## src/rtl/emitter_uart_pkg.sv

```systemverilog
// Shared types and helpers for the buffered UART emitter.
// FSM state encoding, baud divisor and parameter sanity helpers.
package emitter_uart_pkg;

    typedef enum logic [2:0] {
        IDLE,
        START,
        DATA,
        PARITY,
        STOP
    } state_t;

    localparam int MIN_DIV   = 2;
    localparam int MIN_DEPTH = 2;
    localparam int MAX_DEPTH = 256;

    function automatic int baud_div(input int clk_hz, input int baud);
        return clk_hz / baud;
    endfunction

    function automatic bit is_pow2(input int v);
        return (v > 0) && ((v & (v - 1)) == 0);
    endfunction

endpackage

```

## src/rtl/emitter_uart_fifo.sv

```systemverilog
// Synchronous byte FIFO for the UART emitter.
// Extra pointer MSB separates full from empty; pointers wrap naturally.
module emitter_uart_fifo
    import emitter_uart_pkg::*;
#(
    parameter int DEPTH = 16
) (
    input  logic                       clk,
    input  logic                       rst_n,
    input  logic                       push,
    input  logic [7:0]                 din,
    input  logic                       pop,
    output logic [7:0]                 dout,
    output logic [$clog2(DEPTH+1)-1:0] level,
    output logic                       full,
    output logic                       empty
);

    localparam int AW = $clog2(DEPTH);
    localparam int LW = $clog2(DEPTH + 1);

    logic [7:0]  mem [DEPTH];
    logic [AW:0] wptr;
    logic [AW:0] rptr;
    logic        push_ok;
    logic        pop_ok;

    assign empty   = (wptr == rptr);
    assign full    = (wptr[AW-1:0] == rptr[AW-1:0]) &&
                     (wptr[AW] != rptr[AW]);
    assign push_ok = push && !full;
    assign pop_ok  = pop && !empty;
    assign level   = LW'(wptr - rptr);
    assign dout    = mem[rptr[AW-1:0]];

    // Pointer update; reset empties the queue.
    always_ff @(posedge clk) begin
        if (!rst_n) begin
            wptr <= '0;
            rptr <= '0;
        end else begin
            if (push_ok) wptr <= wptr + 1'b1;
            if (pop_ok)  rptr <= rptr + 1'b1;
        end
    end

    // Storage write; contents need no reset.
    always_ff @(posedge clk) begin
        if (push_ok) mem[wptr[AW-1:0]] <= din;
    end

endmodule

```

## src/rtl/emitter_uart_buffered.sv

```systemverilog
// FIFO-buffered 8-bit UART emitter fed by an AXI-Stream byte port.
// Define EMITTER_UART_PARITY_EN to add an even parity bit after the data.
module emitter_uart_buffered
    import emitter_uart_pkg::*;
#(
    parameter int CLK_FREQ_HZ = 16_000_000,
    parameter int BAUD_RATE   = 57_600,
    parameter int DEPTH       = 16,
    parameter int STOP_BITS   = 1
) (
    input  logic                       i_clk,
    input  logic                       i_rst_n,
    input  logic [7:0]                 i_tdata,
    input  logic                       i_tlast,
    input  logic                       i_tvalid,
    output logic                       o_tready,
    output logic                       o_uart_tx,
    output logic                       o_busy,
    output logic [$clog2(DEPTH+1)-1:0] o_level,
    output logic [15:0]                o_msgs
);

    localparam int DIV      = baud_div(CLK_FREQ_HZ, BAUD_RATE);
    localparam int STOP_LEN = STOP_BITS * DIV;
    localparam int CW       = $clog2(STOP_LEN);
    localparam int LW       = $clog2(DEPTH + 1);

    localparam bit DIV_OK   = (DIV >= MIN_DIV);
    localparam bit DEPTH_OK = is_pow2(DEPTH) &&
                              (DEPTH >= MIN_DEPTH) &&
                              (DEPTH <= MAX_DEPTH);
    localparam bit STOP_OK  = (STOP_BITS == 1) || (STOP_BITS == 2);

    if (!DIV_OK) begin : g_bad_div
        $error("emitter_uart_buffered: baud divisor below 2");
    end
    if (!DEPTH_OK) begin : g_bad_depth
        $error("emitter_uart_buffered: DEPTH not a power of two in 2..256");
    end
    if (!STOP_OK) begin : g_bad_stop
        $error("emitter_uart_buffered: STOP_BITS must be 1 or 2");
    end

    state_t         state;
    logic [CW-1:0]  cnt;
    logic [2:0]     idx;
    logic [7:0]     shifter;
    logic           line_bit;
    logic           cnt_done;
    logic           push;
    logic           pop;
    logic [7:0]     fifo_dout;
    logic [LW-1:0]  fifo_level;
    logic [LW-1:0]  level_next;
    logic           fifo_full;
    logic           fifo_empty;
`ifdef EMITTER_UART_PARITY_EN
    logic           par_bit;
`endif

    assign push     = i_tvalid && o_tready && !fifo_full;
    assign cnt_done = (cnt == '0);
    assign pop      = !fifo_empty &&
                      ((state == IDLE) ||
                       ((state == STOP) && cnt_done));
    assign o_level  = fifo_level;

    emitter_uart_fifo #(
        .DEPTH (DEPTH)
    ) u_fifo (
        .clk   (i_clk),
        .rst_n (i_rst_n),
        .push  (push),
        .din   (i_tdata),
        .pop   (pop),
        .dout  (fifo_dout),
        .level (fifo_level),
        .full  (fifo_full),
        .empty (fifo_empty)
    );

    // Occupancy after this edge, used to register the ready flag.
    always_comb begin
        level_next = fifo_level;
        if (push && !pop) level_next = fifo_level + 1'b1;
        if (pop && !push) level_next = fifo_level - 1'b1;
    end

    // Bit the line should carry for the current state.
    always_comb begin
        line_bit = 1'b1;
        unique case (state)
            START:   line_bit = 1'b0;
            DATA:    line_bit = shifter[0];
`ifdef EMITTER_UART_PARITY_EN
            PARITY:  line_bit = par_bit;
`endif
            default: line_bit = 1'b1;
        endcase
    end

    // Frame sequencer with registered line and busy outputs.
    always_ff @(posedge i_clk) begin
        if (!i_rst_n) begin
            state     <= IDLE;
            cnt       <= '0;
            idx       <= '0;
            shifter   <= '0;
`ifdef EMITTER_UART_PARITY_EN
            par_bit   <= 1'b0;
`endif
            o_uart_tx <= 1'b1;
            o_busy    <= 1'b0;
        end else begin
            o_uart_tx <= line_bit;
            o_busy    <= (state != IDLE) || (fifo_level != '0);
            unique case (state)
                IDLE: begin
                    if (pop) begin
                        shifter <= fifo_dout;
`ifdef EMITTER_UART_PARITY_EN
                        par_bit <= ^fifo_dout;
`endif
                        cnt     <= CW'(DIV - 1);
                        state   <= START;
                    end
                end
                START: begin
                    if (cnt_done) begin
                        cnt   <= CW'(DIV - 1);
                        idx   <= '0;
                        state <= DATA;
                    end else begin
                        cnt <= cnt - 1'b1;
                    end
                end
                DATA: begin
                    if (cnt_done) begin
                        shifter <= shifter >> 1;
                        if (idx == 3'd7) begin
`ifdef EMITTER_UART_PARITY_EN
                            cnt   <= CW'(DIV - 1);
                            state <= PARITY;
`else
                            cnt   <= CW'(STOP_LEN - 1);
                            state <= STOP;
`endif
                        end else begin
                            cnt <= CW'(DIV - 1);
                            idx <= idx + 1'b1;
                        end
                    end else begin
                        cnt <= cnt - 1'b1;
                    end
                end
`ifdef EMITTER_UART_PARITY_EN
                PARITY: begin
                    if (cnt_done) begin
                        cnt   <= CW'(STOP_LEN - 1);
                        state <= STOP;
                    end else begin
                        cnt <= cnt - 1'b1;
                    end
                end
`endif
                STOP: begin
                    if (cnt_done) begin
                        if (pop) begin
                            shifter <= fifo_dout;
`ifdef EMITTER_UART_PARITY_EN
                            par_bit <= ^fifo_dout;
`endif
                            cnt     <= CW'(DIV - 1);
                            state   <= START;
                        end else begin
                            state <= IDLE;
                        end
                    end else begin
                        cnt <= cnt - 1'b1;
                    end
                end
                default: state <= IDLE;
            endcase
        end
    end

    // Message counter: one count per accepted end-of-message beat.
    always_ff @(posedge i_clk) begin
        if (!i_rst_n) begin
            o_msgs <= '0;
        end else if (push && i_tlast) begin
            o_msgs <= o_msgs + 16'd1;
        end
    end

    // Ready mirrors "not full" for the occupancy after this edge.
    always_ff @(posedge i_clk) begin
        if (!i_rst_n) begin
            o_tready <= 1'b0;
        end else begin
            o_tready <= (level_next != LW'(DEPTH));
        end
    end

endmodule

```

## config.mk

```make
export PLATFORM = sky130hd
export DESIGN_NAME = emitter_uart_buffered
export DESIGN_NICKNAME = d
export VERILOG_FILES = /design/src/rtl/emitter_uart_pkg.sv /design/src/rtl/emitter_uart_fifo.sv /design/src/rtl/emitter_uart_buffered.sv
export SDC_FILE = /design/constraint.sdc
export NUM_CORES = 1
export LEC_CHECK = 0
export ABC_AREA = 1
export BUFFER_PORTS_ARGS = -buffer_cell sky130_fd_sc_hd__buf_4
export CAP_MARGIN = 20
export CORE_ASPECT_RATIO = 1.1
export CORE_MARGIN = 5
export CORE_UTILIZATION = 55
export CTS_CLUSTER_DIAMETER = 30
export DETAILED_ROUTE_END_ITERATION = 7
export PLACE_DENSITY = 0.7
export SETUP_SLACK_MARGIN = 0.3
export SLEW_MARGIN = 30
export SYNTH_ARGS = -nofsm -noshare
export SYNTH_HDL_FRONTEND = slang
export SYNTH_SLANG_ARGS = --single-unit
```

## constraint.sdc

```tcl
create_clock -name i_clk -period 2.72 [get_ports i_clk]
set_input_delay 0.408 -clock i_clk [delete_from_list [all_inputs] [get_ports i_clk]]
set_output_delay 0.408 -clock i_clk [all_outputs]
set_load 0.005 [all_outputs]
```

# Yosys cells after proc, flatten, opt, wreduce, memory -nomap -nowiden
# Memories as Yosys holds them, arrays and structs flattened. A register that Yosys moved wholly into a read port is not among the register bits.
# Index checks and enable logic that the tools add are counted.
# word_totals
register_bits	52
ramBits	128
input_bits	12
out_inout_bits	24
word_cells	86
n_memories	1
# mem_list
memory	words	width	rd	rd_ports_with_merged_regs	wr	line_no	rtl
u_fifo.mem	16	8	1	1	1	emitter_uart_fifo.sv:22	logic [7:0] mem [DEPTH];
# classes
addsub	8
n_eq_ne	14
n_mux	26
reduce_logical	27
# ops
cell	count
$mux 9	3
$pmux 9 s3	1
$mux 3	8
$mux 8	3
$pmux 8 s3	1
$add 16x1->16 const B	1
$add 5x1->5 const B	3
$ne 2x2->1 const B	6
$pmux 3 s4	1
$logic_and 1x1->1	10
$mux 5	2
$logic_not 9->1	1
$reduce_bool 3->1	3
$sub 9x1->9 const B	1
$mux 4	2
$eq 3x3->1 const B	2
$pmux 3 s2	1
$eq 5x5->1	1
$ne 5x5->1 const B	1
$reduce_and 5->1	1
$reduce_bool 5->1	1
$sub 5x1->5 const B	1
$sub 5x5->5	1
$eq 4x4->1	1
other kinds (13)	19

# Depth between registers and ports, before layout
# Gate-level depths: netlist of run 1.
# logic_depth
depth_word	9
depth_mapped	17

# Modules after synthesis
# From an unflattened synthesis of run 1, not the netlist that was laid out.
# unflattened
hier_cells	963
hier_area_um2	8624.5
# modules_own_cells
mod	n_inst	cells_per_inst	area_per_inst_um2	seq_area_each_um2
emitter_uart_fifo	1	657	6427.4	4124.0
emitter_uart_buffered	1	306	2197.1	840.8

# Worst setup path after synthesis of run 1
# Ideal clock, no wire load.
# synth_timing
kind	register -> register
from	register u_fifo.wptr[0]
to	register o_tready
t_arrival_ns	2.140
slack_ns	0.453
path_stages_with_launch	18
path_cell_list	dfxtp_1 > inv_1 > ha_1 > inv_1 > fa_1 > inv_1 > ha_1 > inv_1 > nor2_1 > nand2_1 > nor2_1 > nand2_1 > nand3_1 > nand2_1 > nor2_1 > nand3_1 > nor2_1 > nor2_1
# synth_lines
item	line_no	rtl
from (decl)	emitter_uart_fifo.sv:23	logic [AW:0] wptr;
from (signal assigned)	emitter_uart_fifo.sv:42	if (push_ok) wptr <= wptr + 1'b1;
$sub 5x5->5 (*)	emitter_uart_fifo.sv:33	assign level = LW'(wptr - rptr);
net o_level[1]	emitter_uart_buffered.sv:19	output logic [$clog2(DEPTH+1)-1:0] o_level,
$add 5x1->5	emitter_uart_buffered.sv:85	if (push && !pop) level_next = fifo_level + 1'b1;
$mux 5	emitter_uart_buffered.sv:85	
$mux 5 (*)	emitter_uart_buffered.sv:86	if (pop && !push) level_next = fifo_level - 1'b1;
$ne 5x5->1 (*)	emitter_uart_buffered.sv:201	o_tready <= (level_next != LW'(DEPTH));
to (signal assigned)	emitter_uart_buffered.sv:201	
to (decl)	emitter_uart_buffered.sv:16	output logic o_tready,
# The timed path passes the listed nets; every way through them passes the cells marked *.
# A chain may end at the register's enable or synchronous reset.

# Final worst setup path of run 1
# layout_timing
from	register u_fifo.wptr[0]
to	register o_tready
# layout_via
elab_chain_cells	8
# layout_lines
item	line_no
parallel branches: the longest is 6 deep, another holds $sub 5x5->5	-
$mux 5 (*)	emitter_uart_buffered.sv:86
$ne 5x5->1 (*)	emitter_uart_buffered.sv:201
# Mark *: on every way between the ends.

==> results.toml, run 1 <==
[placement]
place_congestion = 0.854
dpl.hpwl_mm = 12.2
numPortBuffers = 35

[drt]
drt_iter0_markers = 474
first_pass_iters = 5
antenna_left = 0
viasPerCell = 5.50
wl_mm = 18.0
dr_total_vias = 6001
route.detailed.drc = 0
wire_per_inst_um = 16.5

[logic_synthesis]
syn_area_um2 = 8160
synth_edf_count = 128
ys_types = 39
ys_seq_elements = 184
synthFlopType = "edfxtp_1"
synth_nets = 867
avgSynthCellArea_um2 = 9.74
synth.yosys.seq_area_share_pct = 60.8
ys_warn_count = 0
synthArstFlopShare_pct = 0
syn_inst = 838

[global_route]
grt_first_pass_wirelength_mm = 29.6
grt_util_all_layers_pct = 21.6
grt_overflow = 0
grt_antenna_before_repair = 0
first_global_vias = 5988
grt_max_degree = 51

[final_layout]
area_delta_synth_final_pct = 15.1
final_common_cell = "nor2_1"
layout_common_cells = "nor2_1, edfxtp_1, nand2_1, o21ai_0, inv_1"
fin_nets = 915
multi_input_area_um2 = 2800
drive_above_1_share_pct = 14.0
fillers = 1200
seq_area_um2 = 4970
antenna_cells = 0

[clock_network]
htree_levels = 4
clock-sinks = 184
cts-root-buf = "clkbuf_16"
clkTransAtPathRegs_ns = 0.07
cts_tree = "built"
clk_latency_ns = 0.43
cts_buffers = 17
cts_buffer_depth = 2

[power]
irDropWorstVdd_mv = 0.733
pwr_density_cell_nw_per_um2 = 982
p_leak_nw = 3.54

[setup_path]
endpoint_kind = "register"
regToRegStartpoint = "u_fifo.wptr[0]$_SDFFE_PN0P_"
worstPathMaxFanout = 4
critPathKind = "reg2reg"
crit_path_cell_trace = "inv_2 -> ha_1 -> inv_1 -> fa_2 -> inv_2 -> ha_1 -> inv_1 -> nor2_1 -> nand2_1 -> nor2_1 -> nand2_1 -> nand3_1 -> nand2_1 -> nor2_1 -> nand3_1 -> nor2_1 -> nor2_1"
reg2reg_to = "o_tready$_SDFF_PN0_"
cp.required_ns = 3.03
r2r_slack_ns = 0.36
worstPathArrival_ns = 2.67
crit_path_frequent_cell = "nor2_1"
max_stage_delay_ns = 0.56
startpoint = "u_fifo.wptr[0]$_SDFFE_PN0P_"
critPathLaunchType = "register"
reg2reg_depth = 17
cp_slowest_cell = "fa_2"

[sta]
whs_ns = 0.306
worst_pin_slew_ns = 0.548
period_minus_slack_ns = 2.36
hold_violations = 0
fin_crit_sh_pct = 86.7
rsz0062_at_grt = "true"
skew_ns = 0.00747
setup_viol = 0
relSlewSlack_pct = 63.4
slew_violations = 0
fmax_ghz = 0.424
setup_tns_ns = 0

[die]
dieArea_um2 = 17400
ios = 36
core-area_um2 = 14500
die_w_um = 126
dieHeight_um = 138
rows = 46
initial_core_util_pct = 56.3

[status]
run_status = "complete, no violations"

[flow_run]
cap_violations = 0

[worst_hold_path]
min_path_cells = 1
holdCritPathClass = "in2reg"
worstHoldStart = "i_tdata[7]"
hold_path_end = "u_fifo.mem[6][7]$_DFFE_PP_"
stage by stage:
stage | worst slack [ns] | instances | utilization, % | area [um^2] | total power [mW]
2_1_floorplan | 0.453 | 838 | - | 8160 | 5.80
3_3_place_gp | 0.339 | 1054 | 60.0 | 8700 | 6.54
3_5_place_dp | 0.269 | 1054 | 60.0 | 8700 | 6.64
4_1_cts | 0.298 | 1086 | 64.3 | 9330 | 9.22
5_1_grt | 0.205 | 1091 | 64.8 | 9390 | 9.88
6_report | 0.362 | 1091 | 64.8 | 9390 | 9.22
Yosys cell counts, drive strengths merged, types with 2 or more instances:
master	count	share of area (%)
nand2	120	5.7
ha	16	2.5
xor2	8	0.86
clkbuf	21	0.97
edfxtp	128	47
a21oi	36	2.3
o22ai	2	0.15
nand3	56	3.7
nor3b	5	0.46
nor2	154	7.2
clkinv	2	0.092
inv	70	3.2
dfxtp	56	14
o211ai	36	3.3
o21ai	86	5.3
nand4	2	0.15
nor4	2	0.15
o221ai	3	0.32
buf	13	0.90
nor3	13	0.86
a211oi	2	0.18
worst max-delay path, delay by kind of cell, from the launching register on:
kind	cells	cell delay, ns
simple gates	10	0.70
buf+inv	4	0.24
flops	1	0.34
fa+ha+maj	3	0.96
metal layers:
layer,GRT usage (%),wire length (um),vias to the layer above
met4,9.00,463,0
met2,38.4,9000,174
met3,2.95,881,27
met1,26.7,7690,2827
met5,0,0,-
li1,-,-,2973
worst max-delay path by stage:
stage,slack (ns),to
2_1_floorplan,0.45,o_tready$_SDFF_PN0_
4_1_cts,0.30,o_level[4]
6_report,0.36,o_tready$_SDFF_PN0_
3_5_place_dp,0.27,o_msgs[14]$_SDFFE_PN0P_
3_3_place_gp,0.34,o_tready$_SDFF_PN0_
5_1_grt,0.21,o_tready$_SDFF_PN0_
cell type report:
class                      count  share of cell area [%]
clock inverter                15                    2.12
timing repair buffer          63                    5.17
multi-input combinational    548                    29.8
clock buffer                  17                    4.53
sequential                   184                    52.9
inverter                      72                    2.88
tap                          192                    2.56
sequential cells by signal, summed over array words and instances (netlist names), named ones only:
name         count
idx              3
o_tready         1
u_fifo.mem     128
shifter          8
cnt              9
u_fifo.wptr      5
state            3
o_uart_tx        1
o_msgs          16
o_busy           1
u_fifo.rptr      5
logic make-up (layout without fill, tap and decap cells):
family | Yosys count | in the layout | share of synthesized area, %
and+or+nand+nor | 354 | 354 | 18.4
buffers and inverters | 106 | 167 | 5.18
DFF | 184 | 184 | 60.8
adders and majority gates | 17 | 17 | 2.70
xor gates and xnor gates | 9 | 9 | 0.966
AOI/OAI and AO/OA | 168 | 168 | 11.9
where the power goes:
group / internal, mW / leakage (nW) / switching [mW]
combinational: 1.11 / 1.64 / 2.17
sequential: 3.22 / 1.61 / 0.147
clock: 1.54 / 0.290 / 1.04
timing repair:
action | in CTS | in global routing
pin swaps | 0 | 1
hold buffers | 0 | 0
buffers inserted | 0 | 5
resized for setup | 4 | 11
setup endpoints to repair | 5 | 117
Power figures use the tool's default switching activity.
==> run 2, diff against run 1 <==
--- a/config.mk
+++ b/config.mk
@@ -13,7 +13,7 @@
 export CORE_UTILIZATION = 55
 export CTS_CLUSTER_DIAMETER = 30
 export DETAILED_ROUTE_END_ITERATION = 7
-export PLACE_DENSITY = 0.7
+export PLACE_DENSITY_LB_ADDON = 0.3
 export SETUP_SLACK_MARGIN = 0.3
 export SLEW_MARGIN = 30
 export SYNTH_ARGS = -nofsm -noshare
==> results.toml, run 2 (synthesis results as in run 1) <==
[status]
run_status = "complete, no violations"

[drt]
wire_per_inst_um = 16.7
wl_mm = 18.3
drt_iter0_markers = 544
route.detailed.drc = 0
dr_total_vias = 6043
viasPerCell = 5.52
antenna_left = 0
first_pass_iters = 5

[sta]
setup_viol = 0
hold_violations = 0
fmax_ghz = 0.429
skew_ns = 0.0122
period_minus_slack_ns = 2.33
setup_ws_ns = 0.388
fin_crit_sh_pct = 85.7
setup_tns_ns = 0
rsz0062_at_grt = "true"
slew_violations = 0
relSlewSlack_pct = 43.5
worst_pin_slew_ns = 0.844

[die]
rows = 46
initial_core_util_pct = 56.3
dieHeight_um = 138
dieArea_um2 = 17400
die_w_um = 126
core-area_um2 = 14500
ios = 36

[final_layout]
fin_nets = 919
drive_above_1_share_pct = 14.1
area_delta_synth_final_pct = 15.2
layout_common_cells = "nor2_1, edfxtp_1, nand2_1, o21ai_0, buf_4"
antenna_cells = 0
multi_input_area_um2 = 2810
final_common_cell = "nor2_1"
largest_reg_flops = 128
fillers = 1161
seq_area_um2 = 4970

[setup_path]
critPathKind = "reg2out"
regToRegStartpoint = "u_fifo.wptr[0]$_SDFFE_PN0P_"
worstPathArrival_ns = 1.92
r2r_slack_ns = 0.40
endpoint_kind = "primary output"
reg2reg_to = "o_tready$_SDFF_PN0_"
startpoint = "u_fifo.rptr[2]$_SDFFE_PN0P_"
critPathLaunchType = "register"
worstPathMaxFanout = 6
reg2reg_depth = 17
cp.required_ns = 2.31

[clock_network]
cts_tree = "built"
cts_buffers = 17
clk_latency_ns = 0.43
clock-sinks = 184
cts-root-buf = "clkbuf_16"
htree_levels = 4
cts_buffer_depth = 2
cts_hold_buf = 0
clkTransAtPathRegs_ns = 0.07

[worst_hold_path]
min_path_cells = 1
hold_path_end = "u_fifo.mem[13][0]$_DFFE_PP_"
worstHoldStart = "i_tdata[0]"
holdCritPathClass = "in2reg"

[global_route]
grt_first_pass_wirelength_mm = 29.5
first_global_vias = 5844
grt_util_all_layers_pct = 21.8
grt_overflow = 0
grt_max_degree = 49
grt_antenna_before_repair = 0

[power]
pwr_density_cell_nw_per_um2 = 982
p_leak_nw = 3.56
irDropWorstVdd_mv = 0.732

[flow_run]
cap_violations = 0

[placement]
numPortBuffers = 35
dpl.hpwl_mm = 12.1
preCtsSetupSlack_ns = 0.277
place_congestion = 0.882
-- run 2: cell types whose count changed in the layout (fill, tap and decap cells not counted), moves of 2 or more --
cell	delta
buf_4	+4
inv_4	+2
nor2_1	+2
clkbuf_8	+2
clkinvlp_4	-3
inv_1	-2
bufinv_16	-3
clkbuf_16	+2
clkbuf_1	+4
nor2_2	-2
-- run 2: what timing repair did --
item / CTS / global route
resized for setup: 4 / 14
setup endpoints to repair: 34 / 66
buffers inserted: 1 / 4
pin swaps: 1 / 2
-- run 2: worst max-delay path: stages, from the launching register on --
cell	delay, ns
dfxtp_1	0.38
inv_1	0.07
ha_1	0.38
a21oi_2	0.19
nand3_1	0.14
nand2_2	0.14
inv_1	0.06
buf_4	0.13
-- run 2: layer usage --
layer | wire length [um] | vias to the layer above | track usage [%]
li1 | - | 2982 | -
met1 | 7560 | 2838 | 27.6
met2 | 9110 | 196 | 37.1
met3 | 1230 | 27 | 5.20
met4 | 366 | 0 | 7.57
met5 | 0 | - | 0
-- run 2: stage by stage --
stage	power (mW)	utilization, %	hold WS (ns)	std cells	instance area, um^2
2_1_floorplan	5.80	-	0.426	838	8160
3_3_place_gp	6.65	60.2	0.435	1058	8730
3_5_place_dp	6.69	60.2	0.446	1058	8730
4_1_cts	9.17	64.4	0.300	1091	9340
5_1_grt	9.84	64.8	0.318	1095	9400
6_report	9.24	64.8	0.310	1095	9400
-- run 2: how the worst max path moves through the flow --
stage,slack (ns),cells after the start,endpoint
6_report,0.39,7,o_level[3]
4_1_cts,0.29,9,o_level[4]
3_3_place_gp,0.36,17,o_tready$_SDFF_PN0_
5_1_grt,0.24,17,o_tready$_SDFF_PN0_
3_5_place_dp,0.28,10,o_msgs[12]$_SDFFE_PN0P_
2_1_floorplan,0.45,17,o_tready$_SDFF_PN0_
-- run 2: final cells by class --
| cell class | instances | share of cell area, % |
|---|---|---|
| Multi-Input combinational cell | 548 | 29.8 |
| Tap cell | 192 | 2.55 |
| Inverter | 72 | 2.90 |
| Clock buffer | 25 | 5.51 |
| Sequential cell | 184 | 52.9 |
| Clock inverter | 7 | 0.838 |
| Timing Repair Buffer | 67 | 5.48 |
-- run 2: power by group --
part	internal [mW]	total [mW]	leakage, nW	switching, mW
clock	1.43	2.45	0.290	1.02
sequential	3.22	3.37	1.61	0.150
combinational	1.17	3.42	1.66	2.24
==> run 3, diff against run 2 <==
--- a/config.mk
+++ b/config.mk
@@ -8,12 +8,13 @@
 export ABC_AREA = 1
 export BUFFER_PORTS_ARGS = -buffer_cell sky130_fd_sc_hd__buf_4
 export CAP_MARGIN = 20
-export CORE_ASPECT_RATIO = 1.1
+export CORE_ASPECT_RATIO = 1.75
 export CORE_MARGIN = 5
 export CORE_UTILIZATION = 55
 export CTS_CLUSTER_DIAMETER = 30
 export DETAILED_ROUTE_END_ITERATION = 7
 export PLACE_DENSITY_LB_ADDON = 0.3
+export REMOVE_ABC_BUFFERS = 1
 export SETUP_SLACK_MARGIN = 0.3
 export SLEW_MARGIN = 30
 export SYNTH_ARGS = -nofsm -noshare
==> results.toml, run 3 (synthesis results as in run 1) <==
[status]
run_status = "complete, no violations"

[final_layout]
design_area_um2 = 9370
area_delta_synth_final_pct = 14.8
final_common_cell = "nor2_1"
antenna_cells = 0
largest_reg_flops = 128
seq_area_um2 = 4970
multi_input_area_um2 = 2830
post-route-util_pct = 63.4
layout_common_cells = "nor2_1, edfxtp_1, nand2_1, o21ai_0, inv_1"
fillers = 1197
fin_nets = 914
drive_above_1_share_pct = 14.0
stdcell_count = 1081

[power]
cellInternalPower_mw = 5.77
irDropWorstVdd_mv = 0.754
clock_power_share_pct = 26.7
swShare_pct = 37.5
seqPwrFrac_pct = 36.9
p_leak_nw = 3.52
p_switching_mw = 3.46
pwr_density_cell_nw_per_um2 = 986
pwr-share-comb_pct = 36.4
power_mw = 9.24

[placement]
dp.cells = 1045
numPortBuffers = 35
preCtsSetupSlack_ns = 0.251
place_congestion = 0.889
placed_area_um2 = 8670
dpl.hpwl_mm = 13.3

[clock_network]
clk_latency_ns = 0.43
htree_levels = 4
cts_hold_buf = 0
clkTransAtPathRegs_ns = 0.07
cts_buffer_depth = 2
clock-sinks = 184
cts_tree = "built"
cts_buffers = 17
cts-root-buf = "clkbuf_16"

[die]
initial_core_util_pct = 55.3
dieArea_um2 = 17500
dieHeight_um = 171
ios = 36
core-area_um2 = 14800
rows = 59
die_w_um = 102

[global_route]
busiest_layer = "met2"
first_global_vias = 6237
grt_overflow = 0
grt_first_pass_wirelength_mm = 30.5
grt_antenna_before_repair = 0
grt_use_met1_pct = 23.3
grt_util_all_layers_pct = 23.0
grt_use_met3_pct = 4.49
grt_max_degree = 47
use_met2_pct = 41.8

[setup_path]
critPathLaunchType = "register"
worstPathArrival_ns = 1.97
reg2reg_depth = 17
endpoint_kind = "primary output"
critPathKind = "reg2out"
cp.required_ns = 2.31
reg2reg_to = "o_tready$_SDFF_PN0_"
regToRegStartpoint = "u_fifo.wptr[0]$_SDFFE_PN0P_"
worstPathMaxFanout = 6
r2r_slack_ns = 0.39
startpoint = "u_fifo.wptr[2]$_SDFFE_PN0P_"

[sta]
slew_violations = 0
hold_violations = 0
rsz0062_at_grt = "true"
setup_tns_ns = 0
skew_ns = 0.00980
relSlewSlack_pct = 38.1
whs_ns = 0.312
setup_ws_ns = 0.340
fmax_ghz = 0.420
period_minus_slack_ns = 2.38
worst_pin_slew_ns = 0.925
fin_crit_sh_pct = 87.5
setup_viol = 0

[drt]
wl_mm = 19.4
viasPerCell = 5.67
first_pass_iters = 5
route.detailed.drc = 0
drt_iter0_markers = 308
wire_per_inst_um = 17.9
dr_total_vias = 6124
antenna_left = 0

[worst_hold_path]
holdCritPathClass = "in2reg"
hold_path_end = "u_fifo.mem[6][0]$_DFFE_PP_"
min_path_cells = 1
worstHoldStart = "i_tdata[0]"

[flow_run]
cap_violations = 0
==> run 3: cell count changes in the layout (fill, tap and decap cells not counted), moves of 2 or more <==
cell        delta
a21oi_1        +2
a21oi_2        -2
buf_4          -4
clkbuf_1       -2
clkbuf_16      -2
clkbuf_8       -2
clkinvlp_4     +2
inv_2          -2
nor2_1         -4
nor2_2         +4
==> run 3: critical path: stages (launching register included) <==
cell	delay (ns)
dfxtp_1	0.46
ha_1	0.30
buf_4	0.16
a21oi_1	0.19
nand3_1	0.16
nand2_2	0.10
inv_1	0.05
buf_4	0.13
==> run 3: layout make-up <==
class                           count  share of cell area [%]
Timing Repair Buffer               62                    4.97
Tap cell                          183                    2.44
Clock inverter                     13                    1.74
Multi-Input combinational cell    548                    30.2
Inverter                           72                    2.94
Clock buffer                       19                    4.62
Sequential cell                   184                    53.1
==> run 3: timing repair <==
action | in CTS | in global routing
gates resized for setup | 8 | 14
gates cloned | 0 | 0
setup endpoints to repair | 38 | 69
setup buffers | 1 | 3
pin swaps | 1 | 5
==> run 3: how the worst max path moves through the flow <==
stage | endpoint | depth (start not counted) | slack [ns]
after floorplan | shifter[1]$_SDFFE_PN0P_ | 9 | 0.06
after global placement | o_tready$_SDFF_PN0_ | 17 | 0.34
after detailed placement | u_fifo.mem[14][0]$_DFFE_PP_ | 8 | 0.25
after CTS | o_level[4] | 9 | 0.26
after global routing | o_level[4] | 9 | 0.26
final | o_level[3] | 7 | 0.34
==> run 3: metal layers <==
metal  vias to the layer above  routed length, um  part of all wire [%]
met2                       189              10500                    54
met3                        63                897                   4.6
met4                         0               1230                   6.3
li1                       2974                  -                     -
met5                         -                  0                     0
met1                      2898               6720                    35
==> run 3: power groups by stage <==
| stage | registers (mW) | logic, mW | clock network (mW) |
|---|---|---|---|
| 6_report | 3.41 | 3.36 | 2.47 |
| 2_1_floorplan | 3.49 | 2.17 | 0 |
| 4_1_cts | 3.39 | 3.25 | 2.50 |
| 3_5_place_dp | 3.45 | 3.20 | 0 |
| 3_3_place_gp | 3.45 | 3.15 | 0 |
| 5_1_grt | 3.43 | 3.80 | 2.62 |
